<file path="config.mk">
export PLATFORM = sky130hd
export DESIGN_NAME = regfile_mp
export DESIGN_NICKNAME = d
export VERILOG_FILES = /design/src/rtl/regfile_pkg.sv /design/src/rtl/regfile_scoreboard.sv /design/src/rtl/regfile_mp.sv
export SDC_FILE = /design/constraint.sdc
export NUM_CORES = 2
export LEC_CHECK = 0
export CAP_MARGIN = 10
export CELL_PAD_IN_SITES_DETAIL_PLACEMENT = 0
export CELL_PAD_IN_SITES_GLOBAL_PLACEMENT = 1
export CORE_MARGIN = 4
export CORE_UTILIZATION = 35
export CTS_CLUSTER_DIAMETER = 30
export DETAILED_ROUTE_END_ITERATION = 8
export GPL_ROUTABILITY_DRIVEN = 0
export PLACE_DENSITY_LB_ADDON = 0.1
export SLEW_MARGIN = 25
export SYNTH_ARGS = -nofsm -noshare
export SYNTH_HDL_FRONTEND = slang
export SYNTH_SLANG_ARGS = --single-unit
</file>
<file path="constraint.sdc">
create_clock -name clk -period 38.5 [get_ports clk]
set_input_delay 3.85 -clock clk [delete_from_list [all_inputs] [get_ports clk]]
set_output_delay 3.85 -clock clk [all_outputs]
set_load 0.05 [all_outputs]
</file>
<file path="src/rtl/regfile_pkg.sv">
// ---------------------------------------------------------------------------
// regfile_pkg : shared constants and helpers for the multi-port register file
// Rev 1.0
// ---------------------------------------------------------------------------
`default_nettype none

package regfile_pkg;

   localparam int RF_DW        = 32;
   localparam int RF_DEPTH     = 32;
   localparam int RF_AW        = 5;
   // popcount operand width; callers zero-extend their vector into it
   localparam int RF_MAX_DEPTH = 1024;

   function automatic int clog2(input int value);
      int result;
      int v;
      result = 0;
      v      = value - 1;
      while (v > 0) begin
         result = result + 1;
         v      = v >> 1;
      end
      return result;
   endfunction

   function automatic int popcount(input logic [RF_MAX_DEPTH-1:0] vec);
      int count;
      count = 0;
      for (int k = 0; k < RF_MAX_DEPTH; k++) begin
         if (vec[k]) count = count + 1;
      end
      return count;
   endfunction

endpackage

`default_nettype wire

</file>
<file path="src/rtl/regfile_scoreboard.sv">
// ---------------------------------------------------------------------------
// regfile_scoreboard : per-register pending-write bits, busy count, error flag
// Rev 1.0
// ---------------------------------------------------------------------------
`default_nettype none

module regfile_scoreboard
   import regfile_pkg::*;
#(
   parameter int DEPTH = RF_DEPTH,
   parameter int AW    = RF_AW
) (
   input  logic             clk,
   input  logic             rst,
   input  logic [DEPTH-1:0] wr_mask,
   input  logic             iss_en,
   input  logic [AW-1:0]    iss_addr,
   output logic [DEPTH-1:0] busy,
   output logic [AW:0]      busy_cnt,
   output logic             sb_err
);

   localparam int CW = AW + 1;

   logic [DEPTH-1:0]        busy_d, busy_q;
   logic [DEPTH-1:0]        iss_mask;
   logic [DEPTH-1:0]        err_mask;
   logic [RF_MAX_DEPTH-1:0] busy_ext;
   logic [AW:0]             busy_cnt_d, busy_cnt_q;
   logic                    sb_err_d, sb_err_q;

   always_comb begin
      iss_mask = '0;
      if (iss_en && (iss_addr != '0)) iss_mask[iss_addr] = 1'b1;

      // issue is applied after the clear so a new producer supersedes the retiring one
      busy_d    = (busy_q & ~wr_mask) | iss_mask;
      busy_d[0] = 1'b0;

      err_mask    = wr_mask & ~busy_q & ~iss_mask;
      err_mask[0] = 1'b0;
      sb_err_d    = sb_err_q | (|err_mask);

      if (rst) begin
         busy_d   = '0;
         sb_err_d = 1'b0;
      end

      busy_ext               = '0;
      busy_ext[DEPTH-1:0]    = busy_d;
      busy_cnt_d             = CW'(popcount(busy_ext));
   end

   always_ff @(posedge clk) begin
      busy_q     <= busy_d;
      busy_cnt_q <= busy_cnt_d;
      sb_err_q   <= sb_err_d;
   end

   assign busy     = busy_q;
   assign busy_cnt = busy_cnt_q;
   assign sb_err   = sb_err_q;

endmodule

`default_nettype wire

</file>
<file path="src/rtl/regfile_mp.sv">
// ---------------------------------------------------------------------------
// regfile_mp : NR-read / NW-write register file with bypass and RAW scoreboard
// Rev 1.0
// ---------------------------------------------------------------------------
`default_nettype none

module regfile_mp
   import regfile_pkg::*;
#(
   parameter int DW     = RF_DW,
   parameter int DEPTH  = RF_DEPTH,
   parameter int AW     = RF_AW,
   parameter int NR     = 2,
   parameter int NW     = 2,
   parameter int BYPASS = 1
) (
   input  logic             clk,
   input  logic             rst,
   input  logic [NR*AW-1:0] rd_addr,
   output logic [NR*DW-1:0] rd_data,
   output logic [NR-1:0]    rd_busy,
   input  logic [NW-1:0]    wr_en,
   input  logic [NW*AW-1:0] wr_addr,
   input  logic [NW*DW-1:0] wr_data,
   input  logic             iss_en,
   input  logic [AW-1:0]    iss_addr,
   output logic [AW:0]      busy_cnt,
   output logic             sb_err
);

   if (clog2(DEPTH) != AW) begin : g_aw_check
      $error("regfile_mp: AW must equal log2(DEPTH)");
   end

   logic [DW-1:0]    regs_d [DEPTH];
   logic [DW-1:0]    regs_q [DEPTH];
   logic [DEPTH-1:0] wr_mask;
   logic [DEPTH-1:0] busy;

   // ascending port order lets the highest-indexed writer overwrite the others
   always_comb begin
      regs_d  = regs_q;
      wr_mask = '0;
      for (int j = 0; j < NW; j++) begin
         if (wr_en[j] && (wr_addr[j*AW +: AW] != '0)) begin
            regs_d[wr_addr[j*AW +: AW]]  = wr_data[j*DW +: DW];
            wr_mask[wr_addr[j*AW +: AW]] = 1'b1;
         end
      end
      if (rst) begin
         wr_mask = '0;
         for (int k = 0; k < DEPTH; k++) regs_d[k] = '0;
      end
   end

   always_ff @(posedge clk) begin
      regs_q <= regs_d;
   end

   regfile_scoreboard #(
      .DEPTH (DEPTH),
      .AW    (AW)
   ) u_scoreboard (
      .clk      (clk),
      .rst      (rst),
      .wr_mask  (wr_mask),
      .iss_en   (iss_en),
      .iss_addr (iss_addr),
      .busy     (busy),
      .busy_cnt (busy_cnt),
      .sb_err   (sb_err)
   );

   for (genvar i = 0; i < NR; i++) begin : g_rd
      logic [AW-1:0] addr;
      logic [DW-1:0] data;
      logic          pend;

      always_comb begin
         addr = rd_addr[i*AW +: AW];
         data = regs_q[addr];
         pend = busy[addr];
         if ((BYPASS != 0) && !rst) begin
            for (int j = 0; j < NW; j++) begin
               if (wr_en[j] && (wr_addr[j*AW +: AW] == addr)) begin
                  data = wr_data[j*DW +: DW];
                  pend = 1'b0;
               end
            end
         end
         if (addr == '0) begin
            data = '0;
            pend = 1'b0;
         end
      end

      assign rd_data[i*DW +: DW] = data;
      assign rd_busy[i]          = pend;
   end

endmodule

`default_nettype wire

</file>
==> flow_metrics.tcl <==
set metrics [dict create \
    status "complete, no violations" \
    powerDensity_nw_per_um2 51.6 \
    syn_area_um2 69700 \
    cp_slowest_cell "clkdlybuf4s50_1" \
    firstDrtPassIters 7 \
    crit_type "in2reg" \
    synthFlopType "dfxtp_1" \
    cts.path.max_buffers 4 \
    yosysWarningCount 0 \
    grt_pass1_vias 62033 \
    vias 64184 \
    startpoint_type "primary input" \
    synthArstFlopShare 0 \
    rsz0062_at_grt "false" \
    avgSynthCellArea_um2 9.44 \
    synth-edff-count 0 \
    seq_area_frac_synth 0.305 \
    cp.required_ps 39340 \
    drv_slew 0 \
    coreArea_um2 198000 \
    cts-buffers-inserted 355 \
    max_freq_ghz 0.0422 \
    wire_per_inst_um 34.1 \
    crit_arrival_ps 24550 \
    path_max_fanout 61 \
    syn_to_final_growth_pct 22.0 \
    static-leakage-power_nw 28.8 \
    post-route-min-period_ps 23710 \
    grt_pass1_wl_mm 482 \
    dp_hpwl_mm 195 \
    die_h_um 454 \
    first_iter_violations 7446 \
    irDropWorstVdd_mv 0.0328 \
    reg2reg_depth 91 \
    clk_pin_slew_ps 40 \
    cap_violations 0 \
    worst_setup_path_end_kind "flip-flop" \
    grt_usage 0.321 \
    hp-class "reg2reg" \
    start_util 0.353 \
    finalCritPeriodShare 0.616 \
    grt_use_met2 0.500 \
    drt-total-wl_mm 341 \
    ys_types 97 \
    place.port_buffers 166 \
    min_path_cells 1 \
    rows 163 \
    finalHoldViolCount 0 \
    drtAntennaViolNets 0 \
    worstSkewPairLatency_ps 910 \
    grt_antenna_before_repair 11 \
    power.total_mw 4.39 \
    cts_tree "built" \
    cts_sinks 1062 \
    r2r_slack_ps 20030 \
    grt.busiest_layer "met2" \
    relSlewSlack 0.178 \
    worstMarginPinSlew_ps 1230 \
    ios 167 \
    syn_nets 7507 \
    ys_ff_latch 1062 \
    drc 0 \
    fin_setup_tns_ps 0 \
    setup_viol 0 \
    post_cts_buffers 0 \
    netlist_instances 7383 \
    viasPerCell 6.41 \
    ctsHoldBuffers 0 \
    cts_resized 0 \
    met1_usage 0.422 \
    die_x_um 454 \
    met3_usage 0.0652 \
    drive_gt1_frac 0.215 \
    grt_max_degree 176 \
    die-area_um2 206000 \
    fin_nets 7235 \
    max_stage_delay_ps 770 \
    crit_path_frequent_cell "ha_1" \
    htreeDepth 5 \
    skew_ps 25.7 \
    cts_root_buf "clkbuf_16" \
    grt_overflow 0 \
]
sequential cells by signal (all words and copies together), names as in the netlist:
register	cells
regs_q	1024
u_scoreboard.busy	31
u_scoreboard.busy_cnt	6
u_scoreboard.sb_err	1
critical path, delay by kind of cell:
family          cells  cell delay (ps)
compound gates     27             6110
xor+xnor           11             1810
fa+ha+maj          17             5080
buf+inv             4             1590
mux                 7             1570
simple gates       29             4440
routing by layer:
layer / part of all wire / wire (um) / vias to the layer above
li1: - / - / 27393
met1: 0.41 / 140000 / 32502
met2: 0.45 / 155000 / 3402
met3: 0.079 / 27100 / 881
met4: 0.058 / 19800 / 6
met5: 0.00010 / 35 / -
power breakdown:
| group | internal, mW | switching [mW] |
|---|---|---|
| clock | 2.06 | 0.809 |
| sequential | 1.13 | 0.0162 |
| combinational | 0.125 | 0.257 |
| total | 3.31 | 1.08 |
placed cells by master, fill, tap and decap left out, types with 80 or more instances in the layout:
cell type	netlist	layout
a211oi_1	684	682
a311oi_1	453	453
buf_4	2	213
clkbuf_16	0	364
clkbuf_8	0	80
clkdlybuf4s50_1	0	154
dfxtp_1	1062	1062
mux2i_1	625	625
mux4_2	658	658
nand2_1	693	647
nand3_1	351	351
nor2_1	1089	1065
nor2b_1	110	107
xnor2_1	91	91
synthesized netlist by cell type, types with 30 or more instances:
library cell	number	area, um^2
o21ai_0	63	315
nand3_1	351	1760
a311oi_1	453	3970
mux2i_1	625	6260
a21oi_1	44	220
nand2_1	693	2600
xor2_1	38	333
buf_1	169	634
xnor2_1	91	797
inv_1	37	139
clkbuf_1	834	3130
mux4_2	658	14800
dfxtp_1	1062	21300
a211oi_1	684	5130
nor2_1	1089	4090
ha_1	30	375
nor2b_1	110	688
per-stage QoR:
stage               hold WS (ps)  std cells  worst slack [ps]  area (um^2)  utilization
finish                       478      10016             14790        85000        0.430
floorplan                    451       7383             18300        69700            -
global placement             463       9392             14250        73100        0.370
detailed placement           469       9393             14170        73200        0.370
CTS                          476      10009             15060        85000        0.430
global route                 489      10014             13510        85000        0.430
worst paths after layout:
kind | startpoint | to
worst max register to register | u_scoreboard.busy[2] | u_scoreboard.busy_cnt[5]
worst min register to register | regs_q[996] | regs_q[996]
worst max-delay path | wr_addr[4] | u_scoreboard.busy_cnt[5]
worst min-delay path | regs_q[996] | regs_q[996]
cell families after synthesis:
logic type               after synthesis  share of synthesized area
adder cells (fa/ha/maj)               32                    0.00567
buffers and inverters               1060                     0.0574
AO/OA/AOI/OAI                       1375                      0.155
multiplexers                        1289                      0.303
AND/OR/NAND/NOR                     2403                      0.148
flip-flops                          1062                      0.305
XOR/XNOR                             162                     0.0261
final cells by class:
cell class / instances / area (um^2)
inverters: 45 / 171
clock buffers: 515 / 10500
clock inverters: 101 / 1350
well taps: 2640 / 3300
multi-input cells: 5261 / 45000
flip-flops and latches: 1062 / 21300
repair buffers: 386 / 3460
fillers: 18574 / 113000
diodes: 6 / 15.0
Power figures use the tool's default switching activity.
